--- src/rtl/debug_scan_pkg.sv ---
// Shared types and constants for the debug scanner.
// The checksum word (see DEBUG_SCAN_CHECKSUM_EN in debug_scanner) uses CHK_ADDR.
package debug_scan_pkg;

    typedef enum logic [2:0] {
        StIdle,
        StStepHi,
        StStepLo,
        StSettle,
        StCapture,
        StSend,
        StDone
    } state_e;

    localparam int unsigned NUM_WORDS = 64;
    localparam logic [6:0]  CHK_ADDR  = 7'h7F;
    localparam logic [6:0]  LAST_ADDR = 7'(NUM_WORDS - 1);

endpackage

--- src/rtl/debug_step_pulser.sv ---
// Generates one debug_step pulse: STEP_CYCLES high, then STEP_CYCLES low.
// pulse_done marks the final cycle of each phase so the caller can track high/low.
module debug_step_pulser #(
    parameter int unsigned STEP_CYCLES = 4
) (
    input  logic clk,
    input  logic rst,
    input  logic trigger,
    output logic debug_step,
    output logic pulse_done
);

    localparam int unsigned CntW = (STEP_CYCLES > 1) ? $clog2(STEP_CYCLES) : 1;
    localparam logic [CntW-1:0] CntLast = CntW'(STEP_CYCLES - 1);

    logic            active_q;
    logic            lo_q;
    logic [CntW-1:0] cnt_q;

    assign pulse_done = active_q && (cnt_q == CntLast);

    always_ff @(posedge clk) begin
        if (!rst) begin
            active_q   <= 1'b0;
            lo_q       <= 1'b0;
            cnt_q      <= '0;
            debug_step <= 1'b0;
        end else if (!active_q) begin
            if (trigger) begin
                active_q   <= 1'b1;
                lo_q       <= 1'b0;
                cnt_q      <= '0;
                debug_step <= 1'b1;
            end
        end else if (cnt_q == CntLast) begin
            cnt_q <= '0;
            if (!lo_q) begin
                lo_q       <= 1'b1;
                debug_step <= 1'b0;
            end else begin
                active_q <= 1'b0;
                lo_q     <= 1'b0;
            end
        end else begin
            cnt_q <= cnt_q + 1'b1;
        end
    end

endmodule

--- src/rtl/debug_scanner.sv ---
// Freezes the core, optionally single-steps it, then sweeps debug_addr 0..63 streaming each word.
// Define DEBUG_SCAN_CHECKSUM_EN to append an XOR checksum word at CHK_ADDR.
module debug_scanner
    import debug_scan_pkg::*;
#(
    parameter int unsigned STEP_CYCLES   = 4,
    parameter int unsigned SETTLE_CYCLES = 1
) (
    input  logic        clk,
    input  logic        rst,
    input  logic        start,
    input  logic        step_en,
    input  logic        halt,
    output logic        debug_en,
    output logic        debug_step,
    output logic [6:0]  debug_addr,
    input  logic [31:0] debug_data,
    output logic        out_valid,
    input  logic        out_ready,
    output logic [6:0]  out_addr,
    output logic [31:0] out_data,
    output logic        out_last,
    output logic        busy,
    output logic        done
);

`ifdef DEBUG_SCAN_CHECKSUM_EN
    localparam bit ChkEn = 1'b1;
    logic [31:0] chk_q;
`else
    localparam bit ChkEn = 1'b0;
`endif

    localparam int unsigned SetW = (SETTLE_CYCLES > 1) ? $clog2(SETTLE_CYCLES) : 1;

    state_e          state_q;
    logic [SetW-1:0] settle_cnt_q;
    logic            settle_done;
    logic            step_trigger;
    logic            pulse_done;

    // A zero settle count still spends one cycle in SETTLE.
    assign settle_done  = (SETTLE_CYCLES <= 1) || (settle_cnt_q == SetW'(SETTLE_CYCLES - 1));
    assign step_trigger = (state_q == StIdle) && start && step_en;
    assign busy         = (state_q != StIdle);
    assign debug_en     = halt | busy;

    debug_step_pulser #(
        .STEP_CYCLES (STEP_CYCLES)
    ) u_pulser (
        .clk        (clk),
        .rst        (rst),
        .trigger    (step_trigger),
        .debug_step (debug_step),
        .pulse_done (pulse_done)
    );

    always_ff @(posedge clk) begin
        if (!rst) begin
            state_q      <= StIdle;
            settle_cnt_q <= '0;
            debug_addr   <= '0;
            out_valid    <= 1'b0;
            out_addr     <= '0;
            out_data     <= '0;
            out_last     <= 1'b0;
            done         <= 1'b0;
`ifdef DEBUG_SCAN_CHECKSUM_EN
            chk_q        <= '0;
`endif
        end else begin
            done <= 1'b0;
            case (state_q)
                StIdle: begin
                    if (start) begin
                        debug_addr   <= '0;
                        settle_cnt_q <= '0;
                        state_q      <= step_en ? StStepHi : StSettle;
`ifdef DEBUG_SCAN_CHECKSUM_EN
                        chk_q        <= '0;
`endif
                    end
                end
                StStepHi: begin
                    if (pulse_done) state_q <= StStepLo;
                end
                StStepLo: begin
                    if (pulse_done) begin
                        debug_addr   <= '0;
                        settle_cnt_q <= '0;
                        state_q      <= StSettle;
                    end
                end
                StSettle: begin
                    if (settle_done) state_q <= StCapture;
                    else             settle_cnt_q <= settle_cnt_q + 1'b1;
                end
                StCapture: begin
                    out_data  <= debug_data;
                    out_addr  <= debug_addr;
                    out_valid <= 1'b1;
                    out_last  <= !ChkEn && (debug_addr == LAST_ADDR);
`ifdef DEBUG_SCAN_CHECKSUM_EN
                    chk_q     <= chk_q ^ debug_data;
`endif
                    state_q   <= StSend;
                end
                StSend: begin
                    if (out_ready) begin
`ifdef DEBUG_SCAN_CHECKSUM_EN
                        if (out_addr == CHK_ADDR) begin
                            out_valid  <= 1'b0;
                            debug_addr <= '0;
                            done       <= 1'b1;
                            state_q    <= StDone;
                        end else if (out_addr == LAST_ADDR) begin
                            // Checksum word follows back-to-back; out_valid stays high.
                            out_addr <= CHK_ADDR;
                            out_data <= chk_q;
                            out_last <= 1'b1;
                        end else begin
                            out_valid    <= 1'b0;
                            debug_addr   <= debug_addr + 7'd1;
                            settle_cnt_q <= '0;
                            state_q      <= StSettle;
                        end
`else
                        if (out_addr == LAST_ADDR) begin
                            out_valid  <= 1'b0;
                            debug_addr <= '0;
                            done       <= 1'b1;
                            state_q    <= StDone;
                        end else begin
                            out_valid    <= 1'b0;
                            debug_addr   <= debug_addr + 7'd1;
                            settle_cnt_q <= '0;
                            state_q      <= StSettle;
                        end
`endif
                    end
                end
                StDone: begin
                    state_q <= StIdle;
                end
                default: begin
                    state_q <= StIdle;
                end
            endcase
        end
    end

endmodule

--- config.mk ---
export PLATFORM = sky130hd
export DESIGN_NAME = debug_scanner
export DESIGN_NICKNAME = d
export VERILOG_FILES = /design/src/rtl/debug_scan_pkg.sv /design/src/rtl/debug_step_pulser.sv /design/src/rtl/debug_scanner.sv
export SDC_FILE = /design/constraint.sdc
export NUM_CORES = 1
export LEC_CHECK = 0
export ABC_AREA = 1
export BUFFER_PORTS_ARGS = -buffer_cell sky130_fd_sc_hd__buf_4
export CAP_MARGIN = 20
export CORE_ASPECT_RATIO = 1.2
export CORE_MARGIN = 1.5
export CORE_UTILIZATION = 40
export DETAILED_ROUTE_END_ITERATION = 6
export PLACE_DENSITY = 0.68
export SYNTH_ARGS = -nofsm -noshare
export SYNTH_HDL_FRONTEND = slang
export SYNTH_SLANG_ARGS = --single-unit
--- constraint.sdc ---
create_clock -name clk -period 1.5 [get_ports clk]
set_input_delay 0.375 -clock clk [delete_from_list [all_inputs] [get_ports clk]]
set_output_delay 0.375 -clock clk [all_outputs]
set_load 0.02 [all_outputs]
=== After elaboration in Yosys (flattened, before gate mapping) ===
Index checks and enable logic that the tools add are counted.

* Add/subtract/negate cells: 2
* $mul: 0
* Divide/modulo/power cells: 0
* Magnitude comparators: 0
* Equal/unequal tests: 14
* Shift-type cells: 0
* Multiplexer cells: 29
* Bitwise logic cells: 1
* Reduce and logical (&&, ||, !) cells: 14

{| class="wikitable"
|+ Operators with widths
! operator !! count
|-
| $mux 7 || 4
|-
| $pmux 7 s3 || 1
|-
| $pmux 3 s6 || 1
|-
| $mux 3 || 5
|-
| $eq 7x6->1 const B || 2
|-
| $mux 1 || 13
|-
| $ne 2x2->1 const B || 6
|-
| $mux 2 || 4
|-
| $reduce_and 4->1 || 2
|-
| $add 7x1->7 const B || 1
|-
| $eq 3x2->1 const B || 2
|-
| $eq 3x3->1 const B || 2
|-
| $reduce_and 3->1 || 2
|-
| $reduce_bool 3->1 || 2
|-
| $reduce_and 2->1 || 2
|-
| $reduce_bool 2->1 || 2
|-
| $eq 3x1->1 const B || 1
|-
| $logic_and 1x1->1 || 3
|-
| $logic_not 3->1 || 1
|-
| $add 2x1->2 const B || 1
|-
| $eq 2x2->1 const B || 1
|-
| $pmux 1 s2 || 1
|-
| $or 1x1->1 || 1
|}

* Bits in registers: 57
* Latch bits: 0
* Bits in writable memories: 0
* Memory bits (read-only): 0
* Input port bits: 38
* Output and inout port bits: 52
* Word-level logic and storage cells: 71
* Memories kept: 0

=== Logic depth before layout (Yosys ltp) ===
* Word-level depth: 5
* Depth in mapped cells: 10
* Gate-level depth less buffers: 9

=== Cells and area by module ===
A second synthesis with hierarchy kept.

* Cell total of the unflattened synthesis: 317
* Area, all modules: 2396.0 um^2

{| class="wikitable"
|+ By module, submodules not included
! module !! times used !! cells each !! area an instance (um^2) !! seq. area each (um^2)
|-
| debug_scanner || 1 || 290 || 2179.6 || 1041.0
|-
| debug_step_pulser || 1 || 27 || 216.5 || 100.1
|}

=== Worst setup path after synthesis ===
Ideal clock, no wire load.

* Path kind: reg2out
* From: register state_q[0]
* To: output debug_en
* Data arrival time: 1.192 ns
* Data required time: 1.125 ns
* Path slack: -0.067 ns
* Cell stages (with the launch flop): 7
* Path buffers: 1
* Cells stage by stage: dfxtp_1 buf_6 nor2_2 inv_1 nor2_1 inv_1 or2_2

* Word-level cells in the longest chain between the ends: 2

{| class="wikitable"
|+ RTL lines
! element !! RTL line !! RTL
|-
| from (decl) || debug_scanner.sv:36 || <nowiki>state_e state_q;</nowiki>
|-
| from (signal assigned) || debug_scanner.sv:60 || <nowiki>state_q <= StIdle;</nowiki>
|-
| from (signal assigned) || debug_scanner.sv:78 || <nowiki>state_q <= step_en ? StStepHi : StSettle;</nowiki>
|-
| from (signal assigned) || debug_scanner.sv:85 || <nowiki>if (pulse_done) state_q <= StStepLo;</nowiki>
|-
| $reduce_bool 3->1 || debug_scanner.sv:45 || <nowiki>assign busy = (state_q != StIdle);</nowiki>
|-
| via busy || debug_scanner.sv:23 || <nowiki>output logic busy,</nowiki>
|-
| $or 1x1->1 || debug_scanner.sv:46 || <nowiki>assign debug_en = halt | busy;</nowiki>
|-
| to (decl) || debug_scanner.sv:14 || <nowiki>output logic debug_en,</nowiki>
|}

The timed path passes the listed nets, and every way through them passes these cells.

=== Worst setup path in the final report ===
* From: register state_q[0]
* To: output debug_en

* Word-level cells in the longest chain between the ends: 2

{| class="wikitable"
|+ RTL lines
! element !! RTL line
|-
| $reduce_bool 3->1 || debug_scanner.sv:45
|-
| $or 1x1->1 || debug_scanner.sv:46
|}

Every way passes these cells.

==> impl_metrics.yaml <==
status:
  status: "complete, but fails checks"
  violations: "setup timing"
global_routing:
  overflow: 0
  grt_max_degree: 45
  track_usage_pct: 18.7
  grt_pass1_vias: 2106
  grt_pass1_wl_um: 9360
  antenna_found_initial: 0
critical_path:
  worstSetupEndpointType: "output pin"
  crit_start: "state_q[0]"
  worstPathRequired_ns: 1.12
  cpPeakStageDelay_ns: 0.34
  crit_path_start_kind: "register"
  cp_cell_sequence: "nor2_4, inv_2, nor2_4, inv_2, or2_4, buf_6"
  cp_top_family: "simple AND/OR/NAND/NOR gates"
  cp_slowest_cell: "dfxtp_2"
  reg2reg_from: "u_pulser.cnt_q[0]"
  cp.buffers_inverters: 3
  crit_fanout: 2
  crit_type: "register to output pin"
  arrival_ns: 1.31
final_layout:
  syn2layout_area_growth_pct: 41.4
  post-route-util_pct: 59.2
  drive_above_1_share_pct: 32.7
  final_cell_mix: "buf_4 (96), nor2_1 (89), dfxtp_1 (55), o21ai_0 (44), nand2_1 (34)"
  fin_nets: 451
  insertedDiodeCount: 0
  final_common_cell: "buf_4"
power_and_ir_drop:
  leakage_nw: 1.52
  switchingPower_w: 0.00136
  pwr-share-clk_pct: 34.5
  cellPowerDensity_nw_per_um2: 1310
  seqPwrFrac_pct: 38.5
  netSwitchingFraction_pct: 30.7
  intPower_w: 0.00307
  ir_drop_uv: 947
  p_comb_share_pct: 27.0
cts:
  cts_buffers: 9
  clkSinkCount: 57
  cts_tree: "built"
  clockBufferDepth: 2
  clk_pin_slew_ns: 0.07
  cts_hold_buf: 0
  cts_root_buf: "clkbuf_8"
  clk_latency_ns: 0.33
  h-tree-depth: 3
detailed_routing:
  drtIter0Drc: 105
  drt_pass1_iterations: 4
  wl_per_cell_um: 11.9
  vias: 2359
  drcViolationCount: 0
  drtAntennaViolNets: 0
  via_per_inst: 4.76
  wirelength_um: 5910
synth:
  synth_nets: 356
  synth_edf_count: 0
  ys_warn_count: 0
  async_reset_ff_share_pct: 0
  synth_area_um2: 2390
  synth_cell_type_count: 27
  ys_ff_latch: 57
  synth_cells: 316
  syn_avg_cell_area_um2: 7.56
  synthFlopType: "dfxtp_1"
  synth-seq-area-share_pct: 47.7
die:
  die_h_um: 87.7
  core_um2: 5710
  die_area_um2: 6450
  initial_core_util_pct: 41.9
  io_pins: 90
  core.rowCount: 30
  die_w_um: 73.6
sta:
  finalSetupViolations: 2
  fmax_ghz: 0.595
  timing.hold.ws_ns: 0.294
  finalHoldViolCount: 0
  maxSlewHeadroom_pct: 73.5
  worst_slew_pin_slew_ns: 0.397
  min_period_ns: 1.68
  rsz0062_at_grt: "true"
  clock-skew-final_ns: 0.00641
  maxSlewViolCount: 0
  timing.final.crit_share_pct: 112
  setup_slack_ns: -0.180
hold_path:
  worstHoldPathType: "input port to register"
  worstHoldStart: "debug_data[11]"
job:
  max-cap-violations: 0
placement:
  place_ws_ns: 0.0848
  dp_hpwl_um: 4130
  place_congestion: 0.862
  portBuffers: 89
-- layout make-up --
type                       count  area, um2
multi-input combinational    226       1090
sequential                    57       1140
inverter                      18       67.6
clock buffer                  10        128
tap                           80        100
clock inverter                 6       82.6
fill                         558       2330
timing repair buffer          99        763
-- stage by stage --
step | cell area [um2] | power, W | setup TNS [ns] | cells
2_1_floorplan | 2390 | 0.00249 | 0 | 316
3_3_place_gp | 3130 | 0.00281 | 0 | 478
3_5_place_dp | 3130 | 0.00283 | 0 | 478
4_1_cts | 3370 | 0.00442 | -0.395 | 496
5_1_grt | 3380 | 0.00468 | -0.611 | 496
6_report | 3380 | 0.00443 | -0.258 | 496
-- cells in the mapped netlist (2+ instances only) --
cell type,count,area share (%)
a21oi_1,16,3.4
nand2_2,2,0.52
clkbuf_1,7,1.1
nand4_1,3,0.79
dfxtp_1,57,48
nor3_1,2,0.42
o21ai_0,44,9.2
buf_4,4,1.3
nor2_1,90,14
ha_1,2,1.0
o21ai_1,6,1.3
inv_2,3,0.47
inv_1,15,2.4
buf_6,4,1.9
nand3_2,2,0.84
nand3_1,13,2.7
nand2_1,34,5.3
nor2_2,3,0.79
-- routing by layer --
| metal | routed length [um] | up-vias | global-route usage [%] |
|---|---|---|---|
| met5 | 0 | - | 0 |
| met4 | 69 | 0 | 7.24 |
| met3 | 445 | 9 | 7.02 |
| met2 | 2780 | 83 | 30.2 |
| met1 | 2620 | 1056 | 22.5 |
| li1 | - | 1211 | - |
-- path summary, 6_finish.rpt --
path | depth (start not counted) | slack (ns) | to
max | 6 | -0.18 | debug_en
min | 3 | 0.29 | out_data[11]
max reg2reg | 9 | 0.10 | debug_addr[5]
min reg2reg | 1 | 0.46 | u_pulser.cnt_q[0]
-- repair_timing --
action	4_1_cts	5_1_grt
endpoints found under the setup margin	2	8
pin swaps	2	2
gates resized for setup	3	6
setup buffers	2	0
-- worst register-to-register path: stages (launching register included) --
cell	delay, ns
dfxtp_1	0.35
ha_1	0.17
nand2_1	0.14
nand3_2	0.17
nand2_4	0.11
nor2_8	0.17
nand2_1	0.07
nand2_1	0.05
nand2_1	0.06
nor2_2	0.07
-- sequential cells by signal (all words and copies together) (netlist names) --
signal and cells:
u_pulser.debug_step 1, state_q 3, u_pulser.lo_q 1, out_addr 7, done 1, u_pulser.cnt_q 2
u_pulser.active_q 1, out_data 32, out_valid 1, debug_addr 7, out_last 1
-- power groups by stage --
stage | clock network (W) | logic [W] | registers, W
global route | 0.00165 | 0.00132 | 0.00171
detailed placement | 0 | 0.00110 | 0.00173
finish | 0.00153 | 0.00119 | 0.00170
global placement | 0 | 0.00109 | 0.00172
CTS | 0.00156 | 0.00117 | 0.00169
floorplan | 0 | 0.000682 | 0.00180
-- kinds of logic after synthesis --
family                   after synthesis  share of synthesized area (%)
AO/OA/AOI/OAI                         68                           14.5
adder cells (fa/ha/maj)                2                           1.05
buffers and inverters                 33                           7.07
flip-flops                            57                           47.7
AND/OR/NAND/NOR                      156                           29.7
(Power assumes the default switching activity.)
